## config.mk

```make
export PLATFORM = sky130hd
export DESIGN_NAME = aes_tx_framer_flat
export DESIGN_NICKNAME = d
export VERILOG_FILES = /design/src/rtl/aes_tx_framer_if.sv /design/src/rtl/aes_tx_framer.sv /design/src/flat_wrapper.sv
export SDC_FILE = /design/constraint.sdc
export NUM_CORES = 1
export LEC_CHECK = 0
export ABC_AREA = 1
export BUFFER_PORTS_ARGS = -buffer_cell sky130_fd_sc_hd__buf_4
export CAP_MARGIN = 20
export CORE_UTILIZATION = 45
export DETAILED_ROUTE_END_ITERATION = 8
export PLACE_DENSITY = 0.65
export REMOVE_ABC_BUFFERS = 1
export SETUP_SLACK_MARGIN = 0.02
export SYNTH_ARGS = -nofsm -noshare
export SYNTH_HDL_FRONTEND = slang
export SYNTH_SLANG_ARGS = --single-unit
```

## constraint.sdc

```tcl
create_clock -name clk -period 2.6 [get_ports clk]
set_clock_uncertainty 0.1 [all_clocks]
set_input_delay 0.26 -clock clk [delete_from_list [all_inputs] [get_ports clk]]
set_output_delay 0.26 -clock clk [all_outputs]
set_load 0.02 [all_outputs]
```

## src/rtl/aes_tx_framer_if.sv

```systemverilog
// aes_tx_framer_if: register slave, ciphertext sink and TX stream source of the framer
interface aes_tx_framer_if #(
    parameter int AES_DATA_WIDTH   = 128,
    parameter int MAC_STREAM_WIDTH = 32
);
    logic [31:0]                 avs_address;
    logic                        avs_write;
    logic [31:0]                 avs_writedata;
    logic                        avs_read;
    logic [31:0]                 avs_readdata;
    logic                        aes_valid;
    logic [AES_DATA_WIDTH-1:0]   aes_data;
    logic                        aes_last;
    logic                        aes_ready;
    logic [MAC_STREAM_WIDTH-1:0] tx_data;
    logic                        tx_valid;
    logic                        tx_ready;
    logic                        tx_sop;
    logic                        tx_eop;
    logic [1:0]                  tx_empty;

    modport slave (
        input  avs_address, avs_write, avs_writedata, avs_read, aes_valid, aes_data, aes_last, tx_ready,
        output avs_readdata, aes_ready, tx_data, tx_valid, tx_sop, tx_eop, tx_empty
    );
    modport master (
        output avs_address, avs_write, avs_writedata, avs_read, aes_valid, aes_data, aes_last, tx_ready,
        input  avs_readdata, aes_ready, tx_data, tx_valid, tx_sop, tx_eop, tx_empty
    );
endinterface

```

## src/rtl/aes_tx_framer.sv

```systemverilog
// aes_tx_framer: wraps AES ciphertext blocks into Ethernet frames for the TSE MAC TX stream
module aes_tx_framer #(
    parameter int          AES_DATA_WIDTH    = 128,
    parameter int          MAC_STREAM_WIDTH  = 32,
    parameter int          WORD_COUNTER_SIZE = 8,
    parameter int          MAX_BLOCKS        = 64,
    parameter logic [15:0] ETHERTYPE         = 16'h88B5
) (
    input logic            clk,
    input logic            rst_n,
    aes_tx_framer_if.slave bus
);
    typedef enum logic [1:0] {IDLE, HDR, PAYLOAD, PAD} state_t;
    localparam logic [WORD_COUNTER_SIZE-1:0] MAX_CNT = WORD_COUNTER_SIZE'(MAX_BLOCKS);
    localparam logic [WORD_COUNTER_SIZE-1:0] MIN_CNT = WORD_COUNTER_SIZE'(3);

    state_t                       state, next;
    logic [47:0]                  src_mac, dst_mac, src_sh, dst_sh;
    logic [15:0]                  frame_seq;
    logic [WORD_COUNTER_SIZE-1:0] blk_cnt;
    logic [1:0]                   beat;
    logic [4:0]                   wcnt;
    logic [AES_DATA_WIDTH-1:0]    buffer;
    logic                         buf_full, end_f;
    logic [31:0]                  readdata, rd_mux;
    logic [MAC_STREAM_WIDTH-1:0]  hdr_word, tx_data;
    logic                         tx_valid, tx_sop, tx_eop, aes_ready, accept, load, last_word;

    assign accept    = tx_valid && bus.tx_ready;
    assign load      = bus.aes_valid && aes_ready;
    assign last_word = buf_full && end_f && beat == 2'd3;
    assign hdr_word  = beat == 2'd0 ? dst_sh[47:16] :
                       beat == 2'd1 ? {dst_sh[15:0], src_sh[47:32]} :
                       beat == 2'd2 ? src_sh[31:0] : {ETHERTYPE, frame_seq};
    assign rd_mux    = bus.avs_address == 32'h1000 ? {16'h0, src_mac[47:32]} :
                       bus.avs_address == 32'h1004 ? src_mac[31:0] :
                       bus.avs_address == 32'h1008 ? {16'h0, dst_mac[47:32]} :
                       bus.avs_address == 32'h100C ? dst_mac[31:0] :
                       bus.avs_address == 32'h1010 ? {15'h0, state != IDLE, frame_seq} : 32'h0;

    assign bus.avs_readdata = readdata;
    assign bus.aes_ready    = aes_ready;
    assign bus.tx_data      = tx_data;
    assign bus.tx_valid     = tx_valid;
    assign bus.tx_sop       = tx_sop;
    assign bus.tx_eop       = tx_eop;
    assign bus.tx_empty     = 2'b00;

    always_ff @(posedge clk or negedge rst_n)
        if (!rst_n) state <= IDLE;
        else        state <= next;

    always_comb begin
        next      = state;
        tx_valid  = 1'b0;
        tx_sop    = 1'b0;
        tx_eop    = 1'b0;
        tx_data   = '0;
        aes_ready = 1'b0;
        case (state)
            IDLE: next = bus.aes_valid ? HDR : IDLE;
            HDR: begin
                tx_valid = 1'b1;
                tx_sop   = beat == 2'd0;
                tx_data  = hdr_word;
                next     = accept && beat == 2'd3 ? PAYLOAD : HDR;
            end
            PAYLOAD: begin
                aes_ready = !buf_full;
                tx_valid  = buf_full;
                tx_data   = buffer[AES_DATA_WIDTH-1 -: MAC_STREAM_WIDTH];
                tx_eop    = last_word && blk_cnt >= MIN_CNT;
                next      = accept && last_word ? (blk_cnt < MIN_CNT ? PAD : IDLE) : PAYLOAD;
            end
            default: begin
                tx_valid = 1'b1;
                tx_eop   = wcnt == 5'd15;
                next     = accept && tx_eop ? IDLE : PAD;
            end
        endcase
    end

    always_ff @(posedge clk or negedge rst_n) begin
        if (!rst_n) begin
            src_mac   <= '0;
            dst_mac   <= '0;
            src_sh    <= '0;
            dst_sh    <= '0;
            frame_seq <= '0;
            blk_cnt   <= '0;
            beat      <= '0;
            wcnt      <= '0;
            buffer    <= '0;
            buf_full  <= 1'b0;
            end_f     <= 1'b0;
            readdata  <= '0;
        end else begin
            if (bus.avs_write) begin
                if (bus.avs_address == 32'h1000) src_mac[47:32] <= bus.avs_writedata[15:0];
                if (bus.avs_address == 32'h1004) src_mac[31:0]  <= bus.avs_writedata;
                if (bus.avs_address == 32'h1008) dst_mac[47:32] <= bus.avs_writedata[15:0];
                if (bus.avs_address == 32'h100C) dst_mac[31:0]  <= bus.avs_writedata;
            end
            readdata <= bus.avs_read ? rd_mux : 32'h0;
            // addresses are frozen per frame so mid-frame writes land on the next one
            if (state == IDLE && bus.aes_valid) begin
                src_sh  <= src_mac;
                dst_sh  <= dst_mac;
                blk_cnt <= '0;
                beat    <= '0;
                wcnt    <= '0;
                end_f   <= 1'b0;
            end
            if (load) begin
                buffer   <= bus.aes_data;
                buf_full <= 1'b1;
                blk_cnt  <= blk_cnt + 1'b1;
                end_f    <= bus.aes_last || blk_cnt + 1'b1 == MAX_CNT;
            end
            if (accept) begin
                beat <= beat + 1'b1;
                wcnt <= wcnt == 5'd16 ? wcnt : wcnt + 1'b1;
                if (state == PAYLOAD) buffer <= buffer << MAC_STREAM_WIDTH;
                if (state == PAYLOAD && beat == 2'd3) buf_full <= 1'b0;
                if (tx_eop) frame_seq <= frame_seq + 1'b1;
            end
        end
    end
endmodule

```

## src/flat_wrapper.sv

```systemverilog
// flat-port wrapper written by rule: the top's interface ports become plain ports
module aes_tx_framer_flat 
#(
    parameter int          AES_DATA_WIDTH    = 128,
    parameter int          MAC_STREAM_WIDTH  = 32,
    parameter int          WORD_COUNTER_SIZE = 8,
    parameter int          MAX_BLOCKS        = 64,
    parameter logic [15:0] ETHERTYPE         = 16'h88B5
)
  (clk, rst_n, bus_avs_address, bus_avs_write, bus_avs_writedata, bus_avs_read, bus_aes_valid, bus_aes_data, bus_aes_last, bus_tx_ready, bus_avs_readdata, bus_aes_ready, bus_tx_data, bus_tx_valid, bus_tx_sop, bus_tx_eop, bus_tx_empty);
  aes_tx_framer_if #(.AES_DATA_WIDTH(AES_DATA_WIDTH), .MAC_STREAM_WIDTH(MAC_STREAM_WIDTH)) bus_i ();
  input logic clk;
  input logic rst_n;
  input wire logic [$bits(bus_i.avs_address)-1:0] bus_avs_address;
  input wire logic [$bits(bus_i.avs_write)-1:0] bus_avs_write;
  input wire logic [$bits(bus_i.avs_writedata)-1:0] bus_avs_writedata;
  input wire logic [$bits(bus_i.avs_read)-1:0] bus_avs_read;
  input wire logic [$bits(bus_i.aes_valid)-1:0] bus_aes_valid;
  input wire logic [$bits(bus_i.aes_data)-1:0] bus_aes_data;
  input wire logic [$bits(bus_i.aes_last)-1:0] bus_aes_last;
  input wire logic [$bits(bus_i.tx_ready)-1:0] bus_tx_ready;
  output wire logic [$bits(bus_i.avs_readdata)-1:0] bus_avs_readdata;
  output wire logic [$bits(bus_i.aes_ready)-1:0] bus_aes_ready;
  output wire logic [$bits(bus_i.tx_data)-1:0] bus_tx_data;
  output wire logic [$bits(bus_i.tx_valid)-1:0] bus_tx_valid;
  output wire logic [$bits(bus_i.tx_sop)-1:0] bus_tx_sop;
  output wire logic [$bits(bus_i.tx_eop)-1:0] bus_tx_eop;
  output wire logic [$bits(bus_i.tx_empty)-1:0] bus_tx_empty;
  assign bus_i.avs_address = bus_avs_address;
  assign bus_i.avs_write = bus_avs_write;
  assign bus_i.avs_writedata = bus_avs_writedata;
  assign bus_i.avs_read = bus_avs_read;
  assign bus_i.aes_valid = bus_aes_valid;
  assign bus_i.aes_data = bus_aes_data;
  assign bus_i.aes_last = bus_aes_last;
  assign bus_i.tx_ready = bus_tx_ready;
  assign bus_avs_readdata = bus_i.avs_readdata;
  assign bus_aes_ready = bus_i.aes_ready;
  assign bus_tx_data = bus_i.tx_data;
  assign bus_tx_valid = bus_i.tx_valid;
  assign bus_tx_sop = bus_i.tx_sop;
  assign bus_tx_eop = bus_i.tx_eop;
  assign bus_tx_empty = bus_i.tx_empty;
  aes_tx_framer #(.AES_DATA_WIDTH(AES_DATA_WIDTH), .MAC_STREAM_WIDTH(MAC_STREAM_WIDTH), .WORD_COUNTER_SIZE(WORD_COUNTER_SIZE), .MAX_BLOCKS(MAX_BLOCKS), .ETHERTYPE(ETHERTYPE)) u_core (.clk(clk), .rst_n(rst_n), .bus(bus_i));
endmodule
```

==> metrics.yaml <==
timing:
  worst_slew_pin_slew_ns: 0.830
  slew_headroom: 0.447
  hold_violations: 0
  setup_viol: 8
  min_period_ns: 2.69
  finalCritPeriodShare: 1.03
  slew_viol_final: 0
  rsz0062_at_grt: "true"
  setup-tns-final_ns: -0.259
  timing.final.ws_setup_ns: -0.0871
  fmax_mhz: 372
power:
  power_leakage_nw: 12.3
  p_per_area_nw_per_um2: 826
  power_mw: 20.1
  ir_worst_vdd_mv: 0.581
clocking:
  cts_made_buffers: 42
  clock-root-buffer: "clkbuf_16"
  cts_tree: "yes"
  htree_levels: 2
  cts_buffer_depth: 3
  clk_pin_slew_ns: 0.06
  insertion_delay_ns: 0.56
  clock-sinks: 387
placement:
  dp_slack_ns: 0.170
  portBuffers: 266
  dpl.hpwl_mm: 36.8
  place.gp.congestion: 0.943
logic_synthesis:
  synth_common_cells: "887 x nand2_1, 387 x dfrtp_1, 149 x nor2_1"
  yosysTopAreaCell: "dfrtp_1"
  synth-simple-area-share: 0.266
  synth_cell_types: 41
  synth_compound_area_frac: 0.117
  seq_area_frac_synth: 0.529
  muxShareOfSynthArea: 0
  yosys_warnings: 0
  yosysMostFrequentCell: "nand2_1"
  synth_ff_type: "dfrtp_1"
  synthesis.area_um2: 18300
  avgSynthCellArea_um2: 8.00
  ys_seq_elements: 387
  synthAdderAreaFrac: 0.00889
  netlist_instances: 2288
  synth_area_leaders: "dfrtp_1 53%, nand2_1 18%, a31oi_1 4.1%"
  synth_enable_flop_cells: 0
  synthXorXnorAreaFrac: 0.00861
  async_flop_share: 1.00
  synth_top_family_by_area: "simple AND/OR/NAND/NOR gates"
  synth_top_area_frac: 0.529
finish:
  syn_to_final_growth_pct: 32.8
  drive_above_1_share: 0.171
  nNetsFinal: 2904
worst_setup_path:
  crit_buf_inv: 4
  critPathTopFamily: "buffers and inverters"
  crit_arrival_ns: 2.33
  crit_type: "flip-flop to primary output"
  worst_setup_path_end_kind: "primary output"
  slowest_stage: "dfrtp_1"
  critPathMaxFanout: 6
  crit_required_ns: 2.24
  crit_chain: "inv_2, buf_6, ha_4, nor2_4, buf_8, o211ai_1, a31oi_1, buf_4"
  worst_setup_path_start_kind: "flip-flop"
  max_stage_delay_ns: 0.39
outcome:
  status: "finished with violations"
  violations: "DRC, setup timing"
global_route:
  grt_pass1_vias: 16546
  grt_overflow: 0
  grt_max_degree: 89
  grt_first_pass_wirelength_mm: 90.7
  grt_usage: 0.279
  antenna_found_initial: 2
route:
  ant_nets: 0
  first_iter_violations: 1426
  drc_errors: 6
  routed_wl_mm: 57.6
  via_per_inst: 5.32
  routedWlPerCell_um: 17.7
  via_count: 17320
  drt_first_pass_iters: 9
floorplanning:
  rows: 73
  die_h_um: 204
  die_w_um: 204
  io_pins: 269
  start_util: 0.459
  core_area_um2: 39900
  die-area_um2: 41500
run:
  maxCapViolations: 0
hold_path:
  holdCritPathClass: "input port to async pin"
path summary, 6_finish.rpt:
check,cells past startpoint,to,slack [ns],startpoint
max,8,bus_tx_data[10],-0.09,u_core.beat[1]$_DFFE_PN0P_
min,2,u_core.buffer[53]$_DFF_PN0_,0.16,rst_n
max reg2reg,11,u_core.buffer[92]$_DFF_PN0_,0.31,u_core.state[0]$_DFF_PN0_
min reg2reg,2,u_core.dst_sh[24]$_DFFE_PN0P_,0.38,u_core.dst_sh[24]$_DFFE_PN0P_
max in group asynchronous,3,u_core.src_sh[18]$_DFFE_PN0P_,1.39,rst_n
min in group clk,7,u_core.bus.avs_readdata[9]$_DFF_PN0_,0.24,bus_avs_address[3]
routing by layer:
| layer | track usage | vias up | wire length [um] | part of all wire |
|---|---|---|---|---|
| met5 | 0 | - | 0 | 0 |
| met4 | 0.0846 | 0 | 1210 | 0.021 |
| met3 | 0.0491 | 91 | 4540 | 0.079 |
| met2 | 0.435 | 678 | 26600 | 0.46 |
| met1 | 0.395 | 8303 | 25300 | 0.44 |
| li1 | - | 8248 | - | - |
placed cells by master, fill, tap and decap left out, drive strengths merged:
cell and instances:
nand3 109, a31oi 119, nand3b 3, nand4 24, diode 2, a32o 1
a22oi 2, dfrtp 387, dlygate4sd3 165, clkbuf 67, buf 334, a22o 1
o21bai 1, clkinvlp 4, nand2 894, o21ai 153, nor3 15, bufinv 1
inv 148, a21oi 52, o221ai 7, o22ai 4, ha 13, conb 2
nor4 6, clkinv 8, xor2 18, nor2 156, o211ai 32
per-stage QoR:
stage	instance area, um^2	utilization	hold WS, ns	instances
after global placement	20900	0.523	0.171	2996
after floorplan	17600	-	-0.136	2149
final	24300	0.609	0.157	3253
after global routing	24300	0.609	0.212	3253
after detailed placement	20900	0.523	0.173	2996
after CTS	24200	0.606	0.194	3248
flip-flops by register name (all words and copies together) (netlist names), 5 cells and up:
name                     cells
u_core.dst_sh               48
u_core.bus.avs_readdata     32
u_core.src_sh               48
u_core.buffer              128
u_core.dst_mac              48
u_core.blk_cnt               8
u_core.src_mac              48
u_core.frame_seq            16
u_core.wcnt                  5
layout make-up:
cell class / instances / area, um^2
Clock buffer: 67 / 1340
Clock inverter: 11 / 87.6
Timing Repair Buffer: 499 / 4460
Fill cell: 3427 / 15600
Tap cell: 525 / 657
Antenna cell: 2 / 5.00
Sequential cell: 387 / 9690
Inverter: 150 / 581
Multi-Input combinational cell: 1612 / 7500
kinds of logic after synthesis:
group                    after synthesis
AND/OR/NAND/NOR                     1207
buffers and inverters                290
adder cells (fa/ha/maj)               13
AO/OA/AOI/OAI                        372
other                                  1
XOR/XNOR                              18
flip-flops                           387
worst register-to-register path, stage by stage, from the launching register on:
cell,delay (ns)
dfrtp_1,0.44
inv_1,0.13
ha_2,0.23
nand2_1,0.12
nand2_1,0.10
inv_2,0.05
nand2_4,0.09
inv_4,0.08
nand2_8,0.29
buf_4,0.37
nor2_1,0.06
a31oi_1,0.15
report_power, final:
part / switching, mW / internal [mW]
logic: 3.81 / 2.54
clock network: 2.50 / 3.63
registers: 0.595 / 7.01
repair_timing:
item,4_1_cts,5_1_grt
setup buffers,5,3
resized for setup,46,22
hold buffers,165,0
endpoints found under the hold margin,300,0
pin swaps,16,13
cloned,4,0
endpoints found under the setup margin,32,33
Note: power is estimated with default switching activity, not from simulation.
